$ cat src/rtl/rr_grant_encoder_pkg.sv
// Shared definitions for the grant encoder: FSM state encoding and a
// constant clog2 helper also used by the matching decoder blocks.
package rr_grant_encoder_pkg;

  typedef enum logic {
    ST_IDLE  = 1'b0,
    ST_GRANT = 1'b1
  } state_e;

  function automatic int clog2(input int n);
    int r;
    r = 0;
    for (int v = n - 1; v > 0; v = v >> 1) begin
      r = r + 1;
    end
    return r;
  endfunction

endpackage

$ cat src/rtl/rr_grant_encoder_pick.sv
// Combinational round-robin pick: first set request at or above ptr_i,
// wrapping past REQ_NUM-1, found by a priority search over {req, req}.
module rr_pick
  import rr_grant_encoder_pkg::*;
#(
  parameter int REQ_NUM = 8,
  parameter int IDX_W   = clog2(REQ_NUM)
) (
  input  logic [REQ_NUM-1:0] req_i,
  input  logic [IDX_W-1:0]   ptr_i,
  output logic               hit_o,
  output logic [IDX_W-1:0]   idx_o
);

  logic [2*REQ_NUM-1:0] dbl;
  int                   pos;

  always_comb begin
    dbl   = {req_i, req_i};
    hit_o = 1'b0;
    pos   = 0;
    // Descending scan so the lowest qualifying position wins.
    for (int i = 2*REQ_NUM - 1; i >= 0; i--) begin
      if (dbl[i] && (i >= int'(ptr_i)) && (i < int'(ptr_i) + REQ_NUM)) begin
        hit_o = 1'b1;
        pos   = i;
      end
    end
    if (pos >= REQ_NUM) begin
      pos = pos - REQ_NUM;
    end
    idx_o = IDX_W'(pos);
  end

endmodule

$ cat src/rtl/rr_grant_encoder.sv
// Round-robin arbiter producing a registered binary grant index with a
// valid/ready handshake; the pointer advances only on an accepted grant.
//
//   state    | meaning
//   ST_IDLE  | no grant outstanding, waiting for any request
//   ST_GRANT | gnt_idx_o valid and held until gnt_rdy_i accepts it
module rr_grant_encoder
  import rr_grant_encoder_pkg::*;
#(
  parameter int REQ_NUM = 8,
  parameter int IDX_W   = clog2(REQ_NUM)
) (
  input  logic               clk,
  input  logic               rst,
  input  logic [REQ_NUM-1:0] req_i,
  output logic [IDX_W-1:0]   gnt_idx_o,
  output logic               gnt_vld_o,
  input  logic               gnt_rdy_i
);

  state_e           state_q, state_d;
  logic [IDX_W-1:0] ptr_q, ptr_d;
  logic [IDX_W-1:0] idx_q, idx_d;
  logic             vld_q, vld_d;

  logic             hs;
  logic [IDX_W-1:0] ptr_inc;
  logic [IDX_W-1:0] pick_ptr;
  logic             pick_hit;
  logic [IDX_W-1:0] pick_idx;

  always_comb begin
    hs       = vld_q & gnt_rdy_i;
    ptr_inc  = (idx_q == IDX_W'(REQ_NUM - 1)) ? '0 : idx_q + 1'b1;
    // On a handshake the pick already uses the advanced pointer.
    pick_ptr = hs ? ptr_inc : ptr_q;
  end

  rr_pick #(
    .REQ_NUM (REQ_NUM),
    .IDX_W   (IDX_W)
  ) u_pick (
    .req_i (req_i),
    .ptr_i (pick_ptr),
    .hit_o (pick_hit),
    .idx_o (pick_idx)
  );

  always_comb begin
    state_d = state_q;
    ptr_d   = ptr_q;
    idx_d   = idx_q;
    vld_d   = vld_q;
    case (state_q)
      ST_IDLE: begin
        vld_d = 1'b0;
        if (pick_hit) begin
          idx_d   = pick_idx;
          vld_d   = 1'b1;
          state_d = ST_GRANT;
        end
      end
      ST_GRANT: begin
        if (hs) begin
          ptr_d = ptr_inc;
          if (pick_hit) begin
            idx_d = pick_idx;
          end else begin
            vld_d   = 1'b0;
            state_d = ST_IDLE;
          end
        end
      end
      default: begin
        vld_d   = 1'b0;
        state_d = ST_IDLE;
      end
    endcase
  end

  always_ff @(posedge clk) begin
    if (rst) begin
      state_q <= ST_IDLE;
      ptr_q   <= '0;
      idx_q   <= '0;
      vld_q   <= 1'b0;
    end else begin
      state_q <= state_d;
      ptr_q   <= ptr_d;
      idx_q   <= idx_d;
      vld_q   <= vld_d;
    end
  end

  assign gnt_idx_o = idx_q;
  assign gnt_vld_o = vld_q;

endmodule
$ cat config.mk
export PLATFORM = sky130hd
export DESIGN_NAME = rr_grant_encoder
export DESIGN_NICKNAME = d
export VERILOG_FILES = /design/src/rtl/rr_grant_encoder_pkg.sv /design/src/rtl/rr_grant_encoder_pick.sv /design/src/rtl/rr_grant_encoder.sv
export SDC_FILE = /design/constraint.sdc
export NUM_CORES = 1
export LEC_CHECK = 0
export ABC_AREA = 1
export BUFFER_PORTS_ARGS = -buffer_cell sky130_fd_sc_hd__buf_4
export CAP_MARGIN = 20
export CORE_MARGIN = 5
export CORE_UTILIZATION = 55
export CTS_BUF_LIST = sky130_fd_sc_hd__clkbuf_2 sky130_fd_sc_hd__clkbuf_4 sky130_fd_sc_hd__clkbuf_8
export DETAILED_ROUTE_END_ITERATION = 8
export PLACE_DENSITY = 0.8
export RECOVER_POWER = 100
export SLEW_MARGIN = 5
export SYNTH_ARGS = -nofsm -noshare
export SYNTH_HDL_FRONTEND = slang
export SYNTH_SLANG_ARGS = --single-unit
$ cat constraint.sdc
create_clock -name clk -period 2.37 [get_ports clk]
set_input_delay 0 -clock clk [delete_from_list [all_inputs] [get_ports clk]]
set_output_delay 0 -clock clk [all_outputs]
set_load 0.01 [all_outputs]
# Word-level counts from Yosys, hierarchy flattened
# Index checks and enable logic that the tools add are counted.
dict set report totals {
  input_bits 11
  wordCells 104
  regBits 8
}
dict set report op_classes {
  addsub 3
  mux 44
  reduce_logical 24
  n_eq_ne 3
  n_bitwise 2
  magnitude_cmp 24
}
# operator count
set op_table {}
lappend op_table {{2-to-1 mux 32 bit} 15}
lappend op_table {{less-than comparator 5 x 32 -> 1 bit (first input constant)} 8}
lappend op_table {{less-than comparator 4 x 32 -> 1 bit (first input constant)} 4}
lappend op_table {{less-than comparator 3 x 32 -> 1 bit (first input constant)} 2}
lappend op_table {{greater-or-equal comparator 32 x 5 -> 1 bit (second input constant)} 1}
lappend op_table {{less-than comparator 1 x 32 -> 1 bit (first input constant)} 1}
lappend op_table {{less-than comparator 2 x 32 -> 1 bit (first input constant)} 1}
lappend op_table {{logical AND 1 bit} 23}
lappend op_table {{2-to-1 mux 1 bit} 20}
lappend op_table {{2-to-1 mux 3 bit} 5}
lappend op_table {{greater-or-equal comparator 3 bit (first input constant)} 3}
lappend op_table {{greater-or-equal comparator 1 x 3 -> 1 bit (first input constant)} 2}
lappend op_table {{greater-or-equal comparator 2 x 3 -> 1 bit (first input constant)} 2}
lappend op_table {{case mux 3 bit (2 select lines)} 1}
lappend op_table {{adder 3 x 4 -> 5 bit (second input constant)} 1}
lappend op_table {{2-to-1 mux 4 bit} 1}
lappend op_table {{case mux 1 bit (2 select lines)} 2}
lappend op_table {{adder 3 x 1 -> 3 bit (second input constant)} 1}
lappend op_table {{equality test 3 bit (second input constant)} 1}
lappend op_table {{subtractor 3 x 1 -> 3 bit (second input constant)} 1}
lappend op_table {{!= test 2 x 1 -> 1 bit (second input constant)} 1}
lappend op_table {{!= test 2 bit (second input constant)} 1}
lappend op_table {{AND reduction 2 bit} 1}
lappend op_table {{AND 1 bit} 1}
lappend op_table {{NOT 1 bit} 1}

# Longest topological paths before layout
# Gate-level depths: netlist of run 1.
dict set report depth {
  depth_word 27
  mapped_depth 19
  depth_no_buf 19
}

# Hierarchy
# Synthesis of run 1 repeated with hierarchy kept, for this count alone.
dict set report hier_totals {
  hier_cells 132
  area_unflattened_um2 703.2
}
# module n_inst area_each_um2 seq_area_each_um2 cells_each
set by_module_without_submodules {}
lappend by_module_without_submodules {rr_grant_encoder 1 401.6 160.2 62}
lappend by_module_without_submodules {rr_pick 1 301.5 0.0 70}

# Worst setup path after synthesis of run 1
# OpenSTA, ideal clock, no wires.
dict set report synth_path {
  path_type {register to register}
  from {reg idx_q[0], in the netlist gnt_idx_o[0]}
  to {reg idx_q[0], in the netlist gnt_idx_o[0]}
  n_path_buf 0
  arrival_ns 1.879
  setup_time_ns 0.116
  required_ns 2.254
  setup_slack_ns 0.375
  synth_period_minus_slack_ns 1.995
  stages_incl_launch_ff 16
  path_cell_list {dfxtp_1 > ha_1 > ha_1 > nand3_1 > nand2_4 > inv_4 > nor2_4 > nand2_2 > a21oi_4 > nand2_4 > nor2_4 > nand2_2 > o21ai_2 > nor2_1 > nand2_1 > a21oi_1}
}
dict set report synth_via {
  elab_chain_len 27
  word_cells_on_any_way 89
  cone_classes {add/sub (3); order compare (24); eq/ne (1); mux (38); reduce/logical (23)}
}
# item line_no
set synth_rtl {}
lappend synth_rtl {{start: declaration} rr_grant_encoder.sv:23} ;# logic [IDX_W-1:0] idx_q, idx_d;
lappend synth_rtl {{start signal: assignment} rr_grant_encoder.sv:90} ;# idx_q <= idx_d;
lappend synth_rtl {{adder 3 x 1 -> 3 bit or equality test 3 bit (tied branches)} rr_grant_encoder.sv:34} ;# ptr_inc = (idx_q == IDX_W'(REQ_NUM - 1)) ? '0 : idx_q + 1'b1;
lappend synth_rtl {{2-to-1 mux 3 bit} rr_grant_encoder.sv:34}
lappend synth_rtl {{2-to-1 mux 3 bit} -}
lappend synth_rtl {{adder 3 x 4 -> 5 bit} rr_grant_encoder_pick.sv:24} ;# if (dbl[i] && (i >= int'(ptr_i)) && (i < int'(ptr_i) + REQ_NUM)) begin
lappend synth_rtl {{less-than comparator 5 x 32 -> 1 bit} rr_grant_encoder_pick.sv:24}
lappend synth_rtl {{logical AND 1 bit} rr_grant_encoder_pick.sv:24}
lappend synth_rtl {{2-to-1 mux 4 bit} rr_grant_encoder_pick.sv:24}
lappend synth_rtl {{2-to-1 mux 32 bit (15 in a row)} rr_grant_encoder_pick.sv:24}
lappend synth_rtl {{greater-or-equal comparator 32 x 5 -> 1 bit or subtractor 3 x 1 -> 3 bit (tied branches)} {rr_grant_encoder_pick.sv:29, rr_grant_encoder_pick.sv:30}}
lappend synth_rtl {{2-to-1 mux 3 bit} rr_grant_encoder_pick.sv:29} ;# if (pos >= REQ_NUM) begin
lappend synth_rtl {{2-to-1 mux 3 bit (*)} {rr_grant_encoder.sv:57, rr_grant_encoder.sv:66}}
lappend synth_rtl {{2-to-1 mux 3 bit} rr_grant_encoder.sv:64} ;# if (hs) begin
lappend synth_rtl {{case mux 3 bit (2 select lines) (*)} rr_grant_encoder.sv:54} ;# case (state_q)
# Mark *: on every way between the ends. The rest lies on a longest branch, timed or not. The select of a mux whose other input is x is not followed.
# A chain may end at the register's enable or synchronous reset.

# Final worst setup path of run 1
dict set report layout_path {
  from {reg idx_q[0], in the netlist gnt_idx_o[0]}
  to {reg idx_q[2], in the netlist gnt_idx_o[2]}
}
dict set report layout_via {
  elab_chain_len 27
  word_cells_on_any_way 89
  cone_classes {add/sub (3); order compare (24); eq/ne (1); mux (38); reduce/logical (23)}
}
# item line_no
set layout_rtl {}
lappend layout_rtl {{adder 3 x 1 -> 3 bit or equality test 3 bit (tied branches)} rr_grant_encoder.sv:34}
lappend layout_rtl {{2-to-1 mux 3 bit (*)} rr_grant_encoder.sv:34}
lappend layout_rtl {{2-to-1 mux 3 bit (*)} -}
lappend layout_rtl {{adder 3 x 4 -> 5 bit} rr_grant_encoder_pick.sv:24}
lappend layout_rtl {{less-than comparator 5 x 32 -> 1 bit} rr_grant_encoder_pick.sv:24}
lappend layout_rtl {{logical AND 1 bit} rr_grant_encoder_pick.sv:24}
lappend layout_rtl {{2-to-1 mux 4 bit} rr_grant_encoder_pick.sv:24}
lappend layout_rtl {{2-to-1 mux 32 bit (15 in a row)} rr_grant_encoder_pick.sv:24}
lappend layout_rtl {{greater-or-equal comparator 32 x 5 -> 1 bit or subtractor 3 x 1 -> 3 bit (tied branches)} {rr_grant_encoder_pick.sv:29, rr_grant_encoder_pick.sv:30}}
lappend layout_rtl {{2-to-1 mux 3 bit} rr_grant_encoder_pick.sv:29}
lappend layout_rtl {{2-to-1 mux 3 bit (*)} {rr_grant_encoder.sv:57, rr_grant_encoder.sv:66}}
lappend layout_rtl {{2-to-1 mux 3 bit} rr_grant_encoder.sv:64}
lappend layout_rtl {{case mux 3 bit (2 select lines) (*)} rr_grant_encoder.sv:54}
# Marked as above.

==> impl_results.md, run 1 <==
- Die width: 46.6 um
- Routability cong.: 0.880
- Final core occ: 68.4%
- Measured slew at the worst slew-check pin: 0.257 ns
- DIE AREA: around 2200 sq um
- Synthesized instance count: 120
- Largest net degree at the start of global routing: 8
- Net Count, Synth: 133
- Setup TNS: 0 ns
- Total number of yosys warnings: 0
- Post-synth EDFFs: 0
- Fin area: 878 sq um
- IO Port Bufs: 14
- Post-CTS Resized: 0
- Xor and xnor area share after synthesis: 0%
- # DRC: 0
- Vias in the first global route: 745
- Site Rows: 13
- GRT Total Usage: 18.2%
- Origin of the worst setup path: gnt_idx_o[0]
- Final net count: 153
- Rel. slew slack: a little over 80%
- PD cells: around 470 nW/um^2
- Initial antenna violation count: 0
- Clk pin slew, worst setup/hold paths: 0.05 ns
- Hold path start: req_i[2]
- Crit-path max FO: 7
- Dpl hpwl: 1390 um
- Area post-placement: 861 sq um
- Clock Sinks: 8
- CTS max path bufs: 2
- Core area: 1280 sq um
- Placed cells: 149
- Final Total Pwr: 410 uW
- Final WL: 1640 um
- Share of the yosys chip area belonging to registers: between 20% and 30%
- DR vias/cell: 5.00
- Final worst path period share: 90.6%
- Endpoints failing setup: 0
- Worst Setup Start Kind: register
- Worst Path Arrival: roughly 2.3 ns
- Compound-Gate Fraction of Synth Area: approximately 14%
- RSZ-0062 raised after global routing: no
- Die height: 46.6 um
- Fin. max-slew vios: 0
- Prevailing post-synth register cell: dfxtp_1
- Mux cell area share after synthesis: 0%
- Reg-to-reg startpoint: gnt_idx_o[0]
- CTS tree: built
- VDD IR max: 0.349 mV
- Worst setup EP type: register
- Critical Path RT: around 2.5 ns
- Status: finished, final reports clean
- First-pass GRT wire length: 2820 um
- Total grt overflow: 0
- Post-synthesis register bit count: 8
- Post-synth ARST share: 0%
- Average wire per standard cell: 10.7 um
- Hold Vio Cnt, Final: 0
- CTS Buf Count: 3
- Drt first pass iters: 4
- Drt first-iter violations: 13
- Clk_lat worst skew: 0.26 ns
- P&R area growth vs syn: 19.2%
- Clock Skews: 0.00790 ns
- Diode count: 0
- Leakage: 0.000480 uW
- Tmin final: between 2 and 2.5 ns
- Synthesized cell area: 737 sq um
- ANT nets after route: 0
- Layout Cells excl Fill: 153
- Min-Delay Path Class: in -> reg
- H-tree Lvls: 1
- Mapped Avg Cell Area: 6.14 sq um
- Synth cell types: 25
- Root buffer cell: clkbuf_4
- Via count: between 700 and 800
- Max Freq: between 0.4 and 0.5 GHz
- Layout cells sized above 1: 25.4%
- Initial Utilization: 57.4%
- Ports: 15
- CP Class: reg -> reg
- Post-Synth Simple-Gate Area: 49.9%
- Max cap viols: 0
- Main combinational cell family by area after synthesis: simple AND/OR/NAND/NOR gates
- Synth Area in Adders: 3.40%
==> cells in the mapped netlist (all sizes together) (2+ instances only) <==
master | n | area share (%)
a21oi | 6 | 5.6
ha | 2 | 3.4
o21ai | 7 | 5.8
dfxtp | 8 | 22
inv | 19 | 10
nand3 | 9 | 6.1
nor3 | 2 | 2.0
nand2 | 49 | 31
nor2 | 11 | 7.6
==> worst paths after layout <==
path	slack, ns	depth (start not counted)	endpoint
worst max register to register	0.22	14	gnt_idx_o[2]
worst min register to register	0.49	2	gnt_idx_o[1]
worst min-delay path	0.17	6	gnt_idx_o[0]
worst max-delay path	0.22	14	gnt_idx_o[2]
==> metrics by stage <==
step	hold WS (ns)	setup WS (ns)
2_1_floorplan	0.0691	0.375
3_3_place_gp	0.200	0.253
3_5_place_dp	0.211	0.215
4_1_cts	0.172	0.212
5_1_grt	0.225	0.0180
6_report	0.174	0.224
==> registers in the layout, summed over array words and instances, names as in the netlist <==
| name | cells |
|---|---|
| gnt_idx_o | 3 |
| gnt_vld_o | 1 |
| ptr_q | 3 |
| state_q | 1 |
==> where the power goes <==
part           leakage [uW]  internal (uW)  total, uW  switching, uW
Combinational      0.000400           57.6        153           95.0
Sequential        0.0000663            145        153           8.23
Clock             0.0000138           57.9        104           46.0
==> what timing repair did <==
item | in CTS | in global routing
buffers inserted | 0 | 0
hold buffers | 1 | 0
endpoints found under the hold margin | 3 | 0
==> logic make-up (layout without fill, tap and decap cells) <==
| kind of cell | Yosys count | count (layout) |
|---|---|---|
| AND/OR/NAND/NOR | 74 | 74 |
| adder cells (fa/ha/maj) | 2 | 2 |
| AO/OA/AOI/OAI | 16 | 16 |
| buffers and inverters | 20 | 38 |
| flip-flops | 8 | 8 |
==> routing by layer <==
metal  track usage, %  share of wire [%]
met3             1.17                4.4
met1             21.5                 45
met4             10.2                2.2
met2             31.9                 48
met5                0                  0
==> final cells by class <==
class / instances / area (sq um)
clock buffers: 3 / 22.5
fillers: 128 / 407
inverters: 20 / 78.8
multi-input cells: 92 / 498
flip-flops and latches: 8 / 160
well taps: 15 / 18.8
repair buffers: 15 / 100
==> cells in the final DEF, fill, tap and decap left out <==
| master | netlist | routed |
|---|---|---|
| nand2_1 | 36 | 36 |
| inv_1 | 17 | 17 |
| nand2_2 | 10 | 10 |
| buf_4 | 0 | 10 |
| nor2_1 | 9 | 9 |
| nand3_1 | 9 | 9 |
| dfxtp_1 | 8 | 8 |
| a21oi_1 | 5 | 5 |
| o21ai_0 | 4 | 4 |
| clkbuf_1 | 0 | 4 |
| nand2_4 | 3 | 3 |
| clkbuf_4 | 0 | 3 |
| nor2_4 | 2 | 2 |
| o21ai_2 | 2 | 2 |
| ha_1 | 2 | 2 |
| clkinv_2 | 1 | 1 |
| inv_4 | 1 | 1 |
| a21oi_4 | 1 | 1 |
| o21ai_1 | 1 | 1 |
| inv_2 | 1 | 1 |
| o211ai_1 | 1 | 1 |
| nor3_2 | 1 | 1 |
| and2_1 | 1 | 1 |
| a31oi_1 | 1 | 1 |
| nor3_1 | 1 | 1 |
| nor3b_1 | 1 | 1 |
| nand4_1 | 1 | 1 |
| o21bai_1 | 1 | 1 |
| dlygate4sd3_1 | 0 | 1 |
==> worst max-delay path, cell delays in order (launching register included) <==
cell and delay, ns:
dfxtp_1 0.33, ha_1 0.20, ha_1 0.28, nand3_1 0.13, nand2_4 0.09, inv_4 0.10, nand2_2 0.09, nand3_1 0.17
nand2_1 0.07, nor2_1 0.17, nand2_2 0.08, o21ai_2 0.11, nor3_2 0.07, nand2_1 0.08, a21oi_1 0.06
(Power assumes the default switching activity.)
==> run 2, diff against run 1 <==
--- a/config.mk
+++ b/config.mk
@@ -8,13 +8,14 @@
 export ABC_AREA = 1
 export BUFFER_PORTS_ARGS = -buffer_cell sky130_fd_sc_hd__buf_4
 export CAP_MARGIN = 20
-export CORE_MARGIN = 5
-export CORE_UTILIZATION = 55
+export CORE_AREA = 2 2 39 41
 export CTS_BUF_LIST = sky130_fd_sc_hd__clkbuf_2 sky130_fd_sc_hd__clkbuf_4 sky130_fd_sc_hd__clkbuf_8
 export DETAILED_ROUTE_END_ITERATION = 8
-export PLACE_DENSITY = 0.8
+export DIE_AREA = 0 0 41 43
+export PLACE_DENSITY = 0.78
 export RECOVER_POWER = 100
 export SLEW_MARGIN = 5
 export SYNTH_ARGS = -nofsm -noshare
 export SYNTH_HDL_FRONTEND = slang
+export SYNTH_HIERARCHICAL = 1
 export SYNTH_SLANG_ARGS = --single-unit
==> run 2 against run 1 <==
Worst hold slack got worse by 0.12 ns. Critical path depth unchanged. Design area increased by 1.0%. First-iteration DRC count increased by 69%. Global-route usage increased by 4.9 points. Sequential share of layout area decreased by 0.18 points. Sequential power about the same. Non-clock buffer count increased by 2. Via count increased by 11%. Critical path type unchanged. Critical endpoint unchanged. Largest power group is now combinational logic. Highest routed layer unchanged.
==> impl_results.md, run 2 <==
- Final worst path period share: 91.7% (was 90.6%)
- Clock Sinks: 8 (unchanged)
- Vias in the first global route: 772 (was 745)
- Max Freq: 0.460 GHz (was 0.466 GHz)
- Drt first pass iters: 4 (unchanged)
- CTS max path bufs: 2 (unchanged)
- Hold path start: gnt_rdy_i (was req_i[2])
- Worst Setup Start Kind: register (unchanged)
- Initial antenna violation count: 0 (unchanged)
- DR vias/cell: 5.08 (was 5.00)
- Commonest cells after routing, fill and taps aside: nand2_1 (33), inv_1 (27), nor2_1 (19), nand3_1 (14), buf_4 (12) (was nand2_1 (36), inv_1 (17), nand2_2 (10), buf_4 (10))
- Synthesized cell area: 703 sq um (was 737 sq um)
- Mapped Avg Cell Area: 5.33 sq um (was 6.14 sq um)
- Final net count: 166 (was 153)
- Synth Area in Adders: 3.56% (was 3.40%)
- CTS Buf Count: 3 (unchanged)
- Average wire per standard cell: 10.2 um (was 10.7 um)
- Post-synth ARST share: 0% (unchanged)
- Measured slew at the worst slew-check pin: 0.226 ns (was 0.257 ns)
- GRT Total Usage: 23.1% (was 18.2%)
- Critical Path RT: 2.51 ns (about the same)
- Post-synthesis register bit count: 8 (unchanged)
- Fin. max-slew vios: 0 (unchanged)
- Final core occ: 64.1% (was 68.4%)
- Hold WS: 0.0544 ns (was 0.174 ns)
- Worst Path Arrival: 2.31 ns (was 2.29 ns)
- Prevailing post-synth register cell: dfxtp_1 (unchanged)
- Main combinational cell family by area after synthesis: simple AND/OR/NAND/NOR gates (unchanged)
- R2R Setup Slk: 0.20 ns (was 0.22 ns)
- Largest net degree at the start of global routing: 9 (was 8)
- Hold EP: gnt_vld_o (was gnt_idx_o[0])
- Filler Cell Count: 146 (was 128)
- Worst Hold Depth: 4 (was 6)
- Layout cells sized above 1: 19.2% (was 25.4%)
- Drt first-iter violations: 22 (was 13)
- Diode count: 0 (unchanged)
- Synthesized instance count: 132 (was 120)
- # DRC: 0 (unchanged)
- H-tree Lvls: 1 (unchanged)
- Initial Utilization: 50.8% (was 57.4%)
- Net Count, Synth: 145 (was 133)
- Core area: 1380 sq um (was 1280 sq um)
- First-pass GRT wire length: 2790 um (was 2820 um)
- Crit-path max FO: 8 (was 7)
- CTS tree: built (unchanged)
- Ports: 15 (unchanged)
- Clock Skews: 0.00534 ns (was 0.00790 ns)
- Commonest non-fill, non-tap cell in the layout: nand2_1 (unchanged)
- Leakage: 0.000540 uW (was 0.000480 uW)
- Top-area cell type share of the netlist area: 22.8% (was 21.7%)
- Worst setup EP type: register (unchanged)
- Routability cong.: 0.833 (was 0.880)
- Final WL: 1710 um (was 1640 um)
- Clk_lat worst skew: 0.25 ns (was 0.26 ns)
- Top cell type by total area after synthesis: dfxtp_1 (unchanged)
- Die width: 41 um (was 46.6 um)
- Synth cell types: 15 (was 25)
- Xor and xnor area share after synthesis: 0% (unchanged)
- Reg-to-reg startpoint: gnt_idx_o[0] (unchanged)
- Compound-Gate Fraction of Synth Area: 12.6% (was 14.3%)
- Endpoints failing setup: 0 (unchanged)
- ANT nets after route: 0 (unchanged)
- PD cells: 472 nW/um^2 (was 467 nW/um^2)
- Rel. slew slack: 84.9% (was 82.7%)
- Worst r2r path cells: 14 (unchanged)
- Total grt overflow: 0 (unchanged)
- Via count: 848 (was 765)
- Post-synth EDFFs: 0 (unchanged)
- VDD IR max: 0.313 mV (was 0.349 mV)
- P&R area growth vs syn: 26.2% (was 19.2%)
- Final Total Pwr: 418 uW (was 410 uW)
- Die height: 43 um (was 46.6 um)
- Synth top area cells: dfxtp_1 (23%), nand2_1 (20%), inv_1 (15%) (was dfxtp_1 (22%), nand2_1 (18%), inv_1 (8.7%))
- Site Rows: 14 (was 13)
- IO Port Bufs: 14 (unchanged)
- Dpl hpwl: 1350 um (was 1390 um)
- Hold Vio Cnt, Final: 0 (unchanged)
- DIE AREA: 1760 sq um (was 2170 sq um)
- Mux cell area share after synthesis: 0% (unchanged)
- Root buffer cell: clkbuf_4 (unchanged)
- Critical R2R Capture: gnt_idx_o[2] (unchanged)
- Total number of yosys warnings: 6 (was 0)
- Status: finished, final reports clean (unchanged)
- Commonest cells in the netlist: nand2_1 (38), inv_1 (29), nor2_1 (20) (was nand2_1 (36), inv_1 (17), nand2_2 (10))
- Min-Delay Path Class: in -> reg (unchanged)
- Tmin final: 2.17 ns (was 2.15 ns)
- CP Class: reg -> reg (unchanged)
- Clk pin slew, worst setup/hold paths: 0.05 ns (about the same)
- Count leader, synth: nand2_1 (unchanged)
- Share of the yosys chip area belonging to registers: 22.8% (was 21.7%)
- Post-Synth Simple-Gate Area: 45.0% (was 49.9%)
- Setup TNS: 0 ns (unchanged)
- Max cap viols: 0 (unchanged)
[run 2: how the worst max path moves through the flow]
stage	startpoint	cells after the start	endpoint	slack [ns]
2_1_floorplan	gnt_idx_o[0]	15	gnt_idx_o[0]	0.23
3_3_place_gp	gnt_idx_o[0]	13	gnt_idx_o[2]	0.01
3_5_place_dp	gnt_idx_o[0]	13	gnt_idx_o[1]	-0.05
4_1_cts	gnt_idx_o[0]	13	gnt_idx_o[2]	0.07
5_1_grt	gnt_idx_o[0]	14	gnt_idx_o[0]	-0.007
6_report	gnt_idx_o[0]	14	gnt_idx_o[2]	0.20
[run 2: what timing repair did]
action / CTS / global route
gates resized for setup: 0 / 11
endpoints found under the setup margin: 3 / 5
pin swaps: 1 / 1
hold endpoints to repair: 1 / 0
hold buffers: 1 / 0
buffers inserted: 1 / 1
[run 2: area by class of cell]
class	count	area, sq um	area share, %
timing repair buffer	17	115	13.0
tap	16	20.0	2.26
clock buffer	3	22.5	2.54
sequential	8	160	18.1
multi-input combinational	94	460	51.9
inverter	29	109	12.3
[run 2: stage by stage]
step	cells	instance area (sq um)	setup slack (ns)
after CTS	166	865	0.0654
after detailed placement	161	825	-0.0504
after global placement	161	825	0.0149
after global routing	167	887	-0.00660
final	167	887	0.197
after floorplan	132	703	0.225
[run 2: where the power goes]
group / internal (uW) / switching (uW)
sequential: 146 / 9.67
combinational: 62.5 / 97.7
clock: 57.8 / 44.3
total: 267 / 152
[run 2: cell families after synthesis]
group / after synthesis
simple gates: 77
buf+inv: 30
flops: 8
compound gates: 15
fa+ha+maj: 2
[run 2: critical path, cell delays in order (launching register included)]
cell	delay [ns]
dfxtp_1	0.33
ha_1	0.20
ha_1	0.26
nand3_1	0.09
nand2_2	0.12
buf_4	0.17
nand2_1	0.08
nand2_1	0.06
nand2_1	0.07
nand2_1	0.08
nor2_1	0.12
nand4_1	0.09
buf_4	0.17
a21oi_1	0.14
nor2_1	0.07
[run 2: per-layer routing]
| layer | routed length, um | up-vias | track usage [%] |
|---|---|---|---|
| met1 | 745 | 385 | 24.5 |
| li1 | - | 443 | - |
| met2 | 872 | 13 | 39.7 |
| met4 | 50 | 0 | 14.0 |
| met5 | 0 | - | 0 |
| met3 | 39 | 7 | 3.14 |
